--- src/rtl/or90_dac_if.sv ---
// Orchestra 90 DAC bus bundle: channel-write side in, density bits and status out.
interface or90_dac_if #(
    parameter int WIDTH = 8
);
    logic [WIDTH-1:0] data;
    logic [1:0]       wr;
    logic             dac_l;
    logic             dac_r;
    logic             pend;
    logic             ramping;

    modport master (
        output data, wr,
        input  dac_l, dac_r, pend, ramping
    );

    modport slave (
        input  data, wr,
        output dac_l, dac_r, pend, ramping
    );
endinterface

--- src/rtl/or90_dac.sv ---
// Two-channel first-order delta-sigma DAC with anti-pop soft start and
// frame-synchronised stereo updates for the Orchestra 90 emulation path.
module or90_dac #(
    parameter int WIDTH      = 8,
    parameter int RAMP_DIV   = 4,
    parameter int FRAME_BITS = 8
) (
    input  logic        e,
    input  logic        _reset,
    or90_dac_if.slave   bus
);
    localparam int DW = (RAMP_DIV > 1) ? $clog2(RAMP_DIV) : 1;
    localparam logic [DW-1:0]    DLAST = DW'(RAMP_DIV - 1);
    localparam logic [WIDTH-1:0] MID   = {1'b1, {(WIDTH-1){1'b0}}};

    typedef enum logic {RAMP = 1'b0, RUN = 1'b1} state_t;

    state_t                state_q;
    logic                  ramping_q;
    logic [WIDTH-1:0]      r_q;
    logic [DW-1:0]         d_q;
    logic [FRAME_BITS-1:0] fctr_q;
    logic                  load;
    logic                  div_wrap;
    logic [1:0]            pnd_v;
    logic [1:0]            dac_v;

    // Load edge: last clock of the frame, both channels swap staged->active together.
    assign load     = &fctr_q;
    assign div_wrap = (d_q == DLAST);

    // Free-running frame counter.
    always_ff @(posedge e or negedge _reset) begin
        if (!_reset) fctr_q <= '0;
        else         fctr_q <= fctr_q + 1'b1;
    end

    // Soft-start FSM: ramp level 0 -> midscale, then hold one extra divider period.
    always_ff @(posedge e or negedge _reset) begin
        if (!_reset) begin
            state_q   <= RAMP;
            ramping_q <= 1'b1;
            r_q       <= '0;
            d_q       <= '0;
        end else begin
            case (state_q)
                RAMP: begin
                    d_q <= div_wrap ? '0 : d_q + 1'b1;
                    if (div_wrap && (r_q < MID)) r_q <= r_q + 1'b1;
                    if (div_wrap && (r_q == MID)) begin
                        state_q   <= RUN;
                        ramping_q <= 1'b0;
                    end
                end
                default: begin
                    state_q   <= RUN;
                    ramping_q <= 1'b0;
                end
            endcase
        end
    end

    for (genvar ch = 0; ch < 2; ch++) begin : g_ch
        logic [WIDTH-1:0] stg_q, stg_d;
        logic [WIDTH-1:0] act_q, act_d;
        logic [WIDTH-1:0] acc_q;
        logic [WIDTH-1:0] lvl;
        logic [WIDTH:0]   sum;
        logic             pnd_q, pnd_d;
        logic             dac_q;

        // Staging/active/pending next state and the modulator sum.
        always_comb begin
            stg_d = bus.wr[ch] ? bus.data : stg_q;
            act_d = load ? stg_q : act_q;
            pnd_d = bus.wr[ch] | (pnd_q & ~load);
            lvl   = (state_q == RUN) ? act_q : r_q;
            sum   = {1'b0, acc_q} + {1'b0, lvl};
        end

        // Per-channel sample registers and first-order modulator.
        always_ff @(posedge e or negedge _reset) begin
            if (!_reset) begin
                stg_q <= MID;
                act_q <= MID;
                pnd_q <= 1'b0;
                acc_q <= '0;
                dac_q <= 1'b0;
            end else begin
                stg_q <= stg_d;
                act_q <= act_d;
                pnd_q <= pnd_d;
                acc_q <= sum[WIDTH-1:0];
                dac_q <= sum[WIDTH];
            end
        end

        assign pnd_v[ch] = pnd_q;
        assign dac_v[ch] = dac_q;
    end

    assign bus.dac_l   = dac_v[0];
    assign bus.dac_r   = dac_v[1];
    assign bus.pend    = |pnd_v;
    assign bus.ramping = ramping_q;
endmodule

--- src/flat_wrapper.sv ---
// flat-port wrapper written by rule: the top's interface ports become plain ports
module or90_dac_flat 
#(
    parameter int WIDTH      = 8,
    parameter int RAMP_DIV   = 4,
    parameter int FRAME_BITS = 8
)
  (e, _reset, bus_data, bus_wr, bus_dac_l, bus_dac_r, bus_pend, bus_ramping);
  or90_dac_if #(.WIDTH(WIDTH)) bus_i ();
  input  logic e;
  input  logic _reset;
  input wire logic [$bits(bus_i.data)-1:0] bus_data;
  input wire logic [$bits(bus_i.wr)-1:0] bus_wr;
  output wire logic [$bits(bus_i.dac_l)-1:0] bus_dac_l;
  output wire logic [$bits(bus_i.dac_r)-1:0] bus_dac_r;
  output wire logic [$bits(bus_i.pend)-1:0] bus_pend;
  output wire logic [$bits(bus_i.ramping)-1:0] bus_ramping;
  assign bus_i.data = bus_data;
  assign bus_i.wr = bus_wr;
  assign bus_dac_l = bus_i.dac_l;
  assign bus_dac_r = bus_i.dac_r;
  assign bus_pend = bus_i.pend;
  assign bus_ramping = bus_i.ramping;
  or90_dac #(.WIDTH(WIDTH), .RAMP_DIV(RAMP_DIV), .FRAME_BITS(FRAME_BITS)) u_core (.e(e), ._reset(_reset), .bus(bus_i));
endmodule
--- config.mk ---
export PLATFORM = sky130hd
export DESIGN_NAME = or90_dac_flat
export DESIGN_NICKNAME = d
export VERILOG_FILES = /design/src/rtl/or90_dac_if.sv /design/src/rtl/or90_dac.sv /design/src/flat_wrapper.sv
export SDC_FILE = /design/constraint.sdc
export NUM_CORES = 1
export LEC_CHECK = 0
export CAP_MARGIN = 20
export CORE_MARGIN = 2
export CORE_UTILIZATION = 60
export CTS_CLUSTER_SIZE = 40
export DETAILED_ROUTE_END_ITERATION = 8
export PLACE_DENSITY = 0.86
export SLEW_MARGIN = 20
export SYNTH_ARGS = -nofsm -noshare
export SYNTH_HDL_FRONTEND = slang
export SYNTH_SLANG_ARGS = --single-unit
--- constraint.sdc ---
create_clock -name e -period 2.4 [get_ports e]
set_clock_uncertainty 0.05 [all_clocks]
set_input_delay 0.48 -clock e [delete_from_list [all_inputs] [get_ports e]]
set_output_delay 0.48 -clock e [all_outputs]
set_load 0.02 [all_outputs]
==> results_dict.tcl, run 1 <==
set metrics [dict create \
    run_status "complete, no violations" \
    synth.largest_area_cell "dfrtp_1" \
    grt_pass1_wl_um 10400 \
    synth.net_count 323 \
    floorplan.rows 27 \
    final_util_pct 70.6 \
    worst_ep_arrival_time_ns 2.32 \
    fin_total_pwr_mw 2.43 \
    tritoncts_clock_tree "yes" \
    setup_repair_after_global_routing_missed_its_margin "no" \
    chipHeight_um 79.7 \
    cts_max_level 3 \
    critPathRequiredTime_ns 2.59 \
    synthDistinctLibCells 42 \
    ir_worst_vdd_v 0.000459 \
    synth_largest_type_area_fraction_pct 48.7 \
    number_of_port_buffers 15 \
    register_area_um2 1810 \
    number_of_diodes 0 \
    clockRootBuffer "clkbuf_8" \
    routed_wl_um 6000 \
    global_route.usage.total_pct 22.2 \
    detailedPlacementHpwl_um 4310 \
    reg2reg_from "u_core.state_q$_DFF_PN0_" \
    timing.max_cap.violations 0 \
    maxSlewViolCount 0 \
    setup.worst_path.end_class "flop" \
    global_route.overflow_total 0 \
    vias_in_the_first_global_route 2259 \
    first_iter_violations 139 \
    yosys_most_used_dff "dfrtp_1" \
    nets_final 345 \
    clkLatencyLatePin_ns 0.36 \
    area_growth_syn_to_layout_pct 13.0 \
    synthesis.area_um2 3440 \
    remaining_drc_errors 0 \
    layout_worst_path_cycle_share_pct 88.5 \
    fp.dieArea_um2 6350 \
    final.min_clock_period_ns 2.12 \
    commonest_non_fill_non_tap_cells_in_the_layout "67 x dfrtp_1, 42 x nand2_1, 23 x mux2_2" \
    maxClockFrequency_mhz 471 \
    final-instance-count-excl-fill 388 \
    synth_enable_flop_cells 0 \
    drive_gt1_share_pct 19.9 \
    fillCellCount 388 \
    worst_slew_pin_slew_ns 0.492 \
    postSynthAreaPerCell_um2 11.9 \
    register_to_register_path_setup_slack_ns 0.28 \
    finalWeightedCongestion 0.886 \
    numCtsBuffers 9 \
    floorplan.die.width_um 79.7 \
    power.static_leakage_nw 1.85 \
    synthesis.instances 289 \
    multi_input_comb_area_um2 1540 \
    detailroute.via_count 2150 \
    ioPinCount 16 \
    timing.rr.end "u_core.g_ch[1].acc_q[5]$_DFF_PN0_" \
    setup_viol 0 \
    synth-async-reset-ratio_pct 100 \
    largest_net_degree_at_the_start_of_global_routing 73 \
    cts.clk_slew.worst_paths_ns 0.08 \
    layout.cells.most_common "dfrtp_1" \
    wl_per_cell_um 15.5 \
    worst_slew_margin_rel_pct 67.1 \
    cts_sinks 72 \
    worst_setup_path_start_kind "flop" \
    synth-seq-cells 72 \
    cts_hold_buffers 0 \
    number_of_hold_violations_in_the_final_report 0 \
    timing.setup.tns_ns 0 \
    initial_utilization_pct 62.5 \
    dpl.cell_count 372 \
    dr.pass1.iters 4 \
    post_synth_main_area_contributors "dfrtp_1 49%, mux2_2 7.5%, ha_1 7.3%, nand2_1 4.6%, mux2_4 4.4%" \
    synth-warning-count 0 \
    largest_driver_fanout_on_the_critical_path 18 \
    worst_min_delay_path_category "in2async" \
    cts.repair.resized 0 \
    critPathKind "reg2reg" \
    timing.reg2reg.worst_path_depth 8 \
    clk_path_buf_depth 2 \
    post_drt_via_cell_ratio 5.54 \
    antenna_found_initial 0 \
    core_um2 5510 \
    drtAntennaViolNets 0 \
    power.density_nw_per_um2 626 \
    synth.yosys.seq_area_share_pct 52.6 \
    cts_post_setup_buffers_inserted 0 \
]
[sequential cells by signal, summed over array words and instances (netlist names)]
register,count
u_core.r_q,8
u_core.fctr_q,8
u_core.bus.ramping,1
u_core.g_ch.act_q,16
u_core.g_ch.pnd_q,2
u_core.d_q,2
u_core.g_ch.stg_q,16
u_core.bus.dac_l,1
u_core.state_q,1
u_core.g_ch.acc_q,16
u_core.bus.dac_r,1
[worst max-delay path, stage by stage, from the launching register on]
cell	delay [ns]
dfrtp_1	0.50
buf_4	0.27
nand2b_1	0.17
nand2_1	0.06
ha_1	0.29
inv_1	0.08
a21oi_1	0.20
nor4_1	0.07
a311o_1	0.32
[how the worst max path moves through the flow]
stage               depth (start not counted)                           endpoint                startpoint  slack, ns
finish                                      8  u_core.g_ch[1].acc_q[5]$_DFF_PN0_  u_core.state_q$_DFF_PN0_       0.28
global placement                            8  u_core.g_ch[0].acc_q[5]$_DFF_PN0_  u_core.state_q$_DFF_PN0_       0.39
detailed placement                          8  u_core.g_ch[0].acc_q[7]$_DFF_PN0_  u_core.state_q$_DFF_PN0_       0.29
global route                                8  u_core.g_ch[1].acc_q[7]$_DFF_PN0_  u_core.state_q$_DFF_PN0_       0.05
CTS                                         8  u_core.g_ch[0].acc_q[7]$_DFF_PN0_  u_core.state_q$_DFF_PN0_       0.29
floorplan                                   9  u_core.g_ch[1].acc_q[7]$_DFF_PN0_  u_core.state_q$_DFF_PN0_       0.33
[per-layer routing]
layer / global-route usage (%) / up-vias / part of all wire [%]
li1: - / 1037 / -
met1: 28.7 / 1061 / 46
met2: 35.0 / 40 / 49
met3: 4.98 / 12 / 3.1
met4: 11.9 / 0 / 2.6
met5: 0 / - / 0
[logic make-up after synthesis]
logic type | after synthesis | synth area share (%)
xor gates and xnor gates | 20 | 5.09
buffers and inverters | 19 | 2.76
AOI/OAI and AO/OA | 35 | 6.91
adders and majority gates | 22 | 8.44
DFF | 72 | 52.6
and+or+nand+nor | 87 | 12.0
muxes | 34 | 12.2
[power breakdown]
part           total [mW]  internal (mW)  switching (mW)
registers            1.26           1.24          0.0155
logic              0.0827         0.0429          0.0399
clock network        1.09          0.619           0.474
[stage by stage]
step	hold WS (ns)	setup WS (ns)	instance area [um2]
final	0.0820	0.275	3890
after global routing	0.126	0.0476	3890
after CTS	0.0972	0.286	3890
after detailed placement	0.388	0.294	3660
after global placement	0.382	0.387	3660
after floorplan	0.134	0.330	3440
[area by class of cell]
cell class / instances / share of cell area (%)
Timing Repair Buffer: 18 / 4.63
Sequential cell: 72 / 46.5
Clock buffer: 10 / 3.54
Clock inverter: 6 / 2.32
Tap cell: 72 / 2.32
Inverter: 12 / 1.16
Multi-Input combinational cell: 198 / 39.5
[cells in the mapped netlist (all sizes together), types with 2 or more instances]
| cell type | count |
|---|---|
| clkbuf | 5 |
| a21o | 7 |
| a21oi | 10 |
| nand2 | 42 |
| xor2 | 7 |
| inv | 12 |
| nor2b | 2 |
| nor3 | 3 |
| buf | 2 |
| o21bai | 2 |
| nor4b | 2 |
| nor2 | 8 |
| mux2 | 33 |
| o21ai | 5 |
| nand2b | 10 |
| and3 | 2 |
| nand4 | 3 |
| fa | 2 |
| nand3 | 12 |
| xnor2 | 13 |
| ha | 20 |
| dfstp | 5 |
| dfrtp | 67 |
No activity file was read; power rests on OpenSTA's default activity.
==> run 2: changes to the inputs <==
--- a/config.mk
+++ b/config.mk
@@ -5,7 +5,6 @@
 export SDC_FILE = /design/constraint.sdc
 export NUM_CORES = 1
 export LEC_CHECK = 0
-export CAP_MARGIN = 20
 export CORE_MARGIN = 2
 export CORE_UTILIZATION = 60
 export CTS_CLUSTER_SIZE = 40
==> results of run 2 <==
The final DEF is identical to that of run 1; final timing and power are the same.
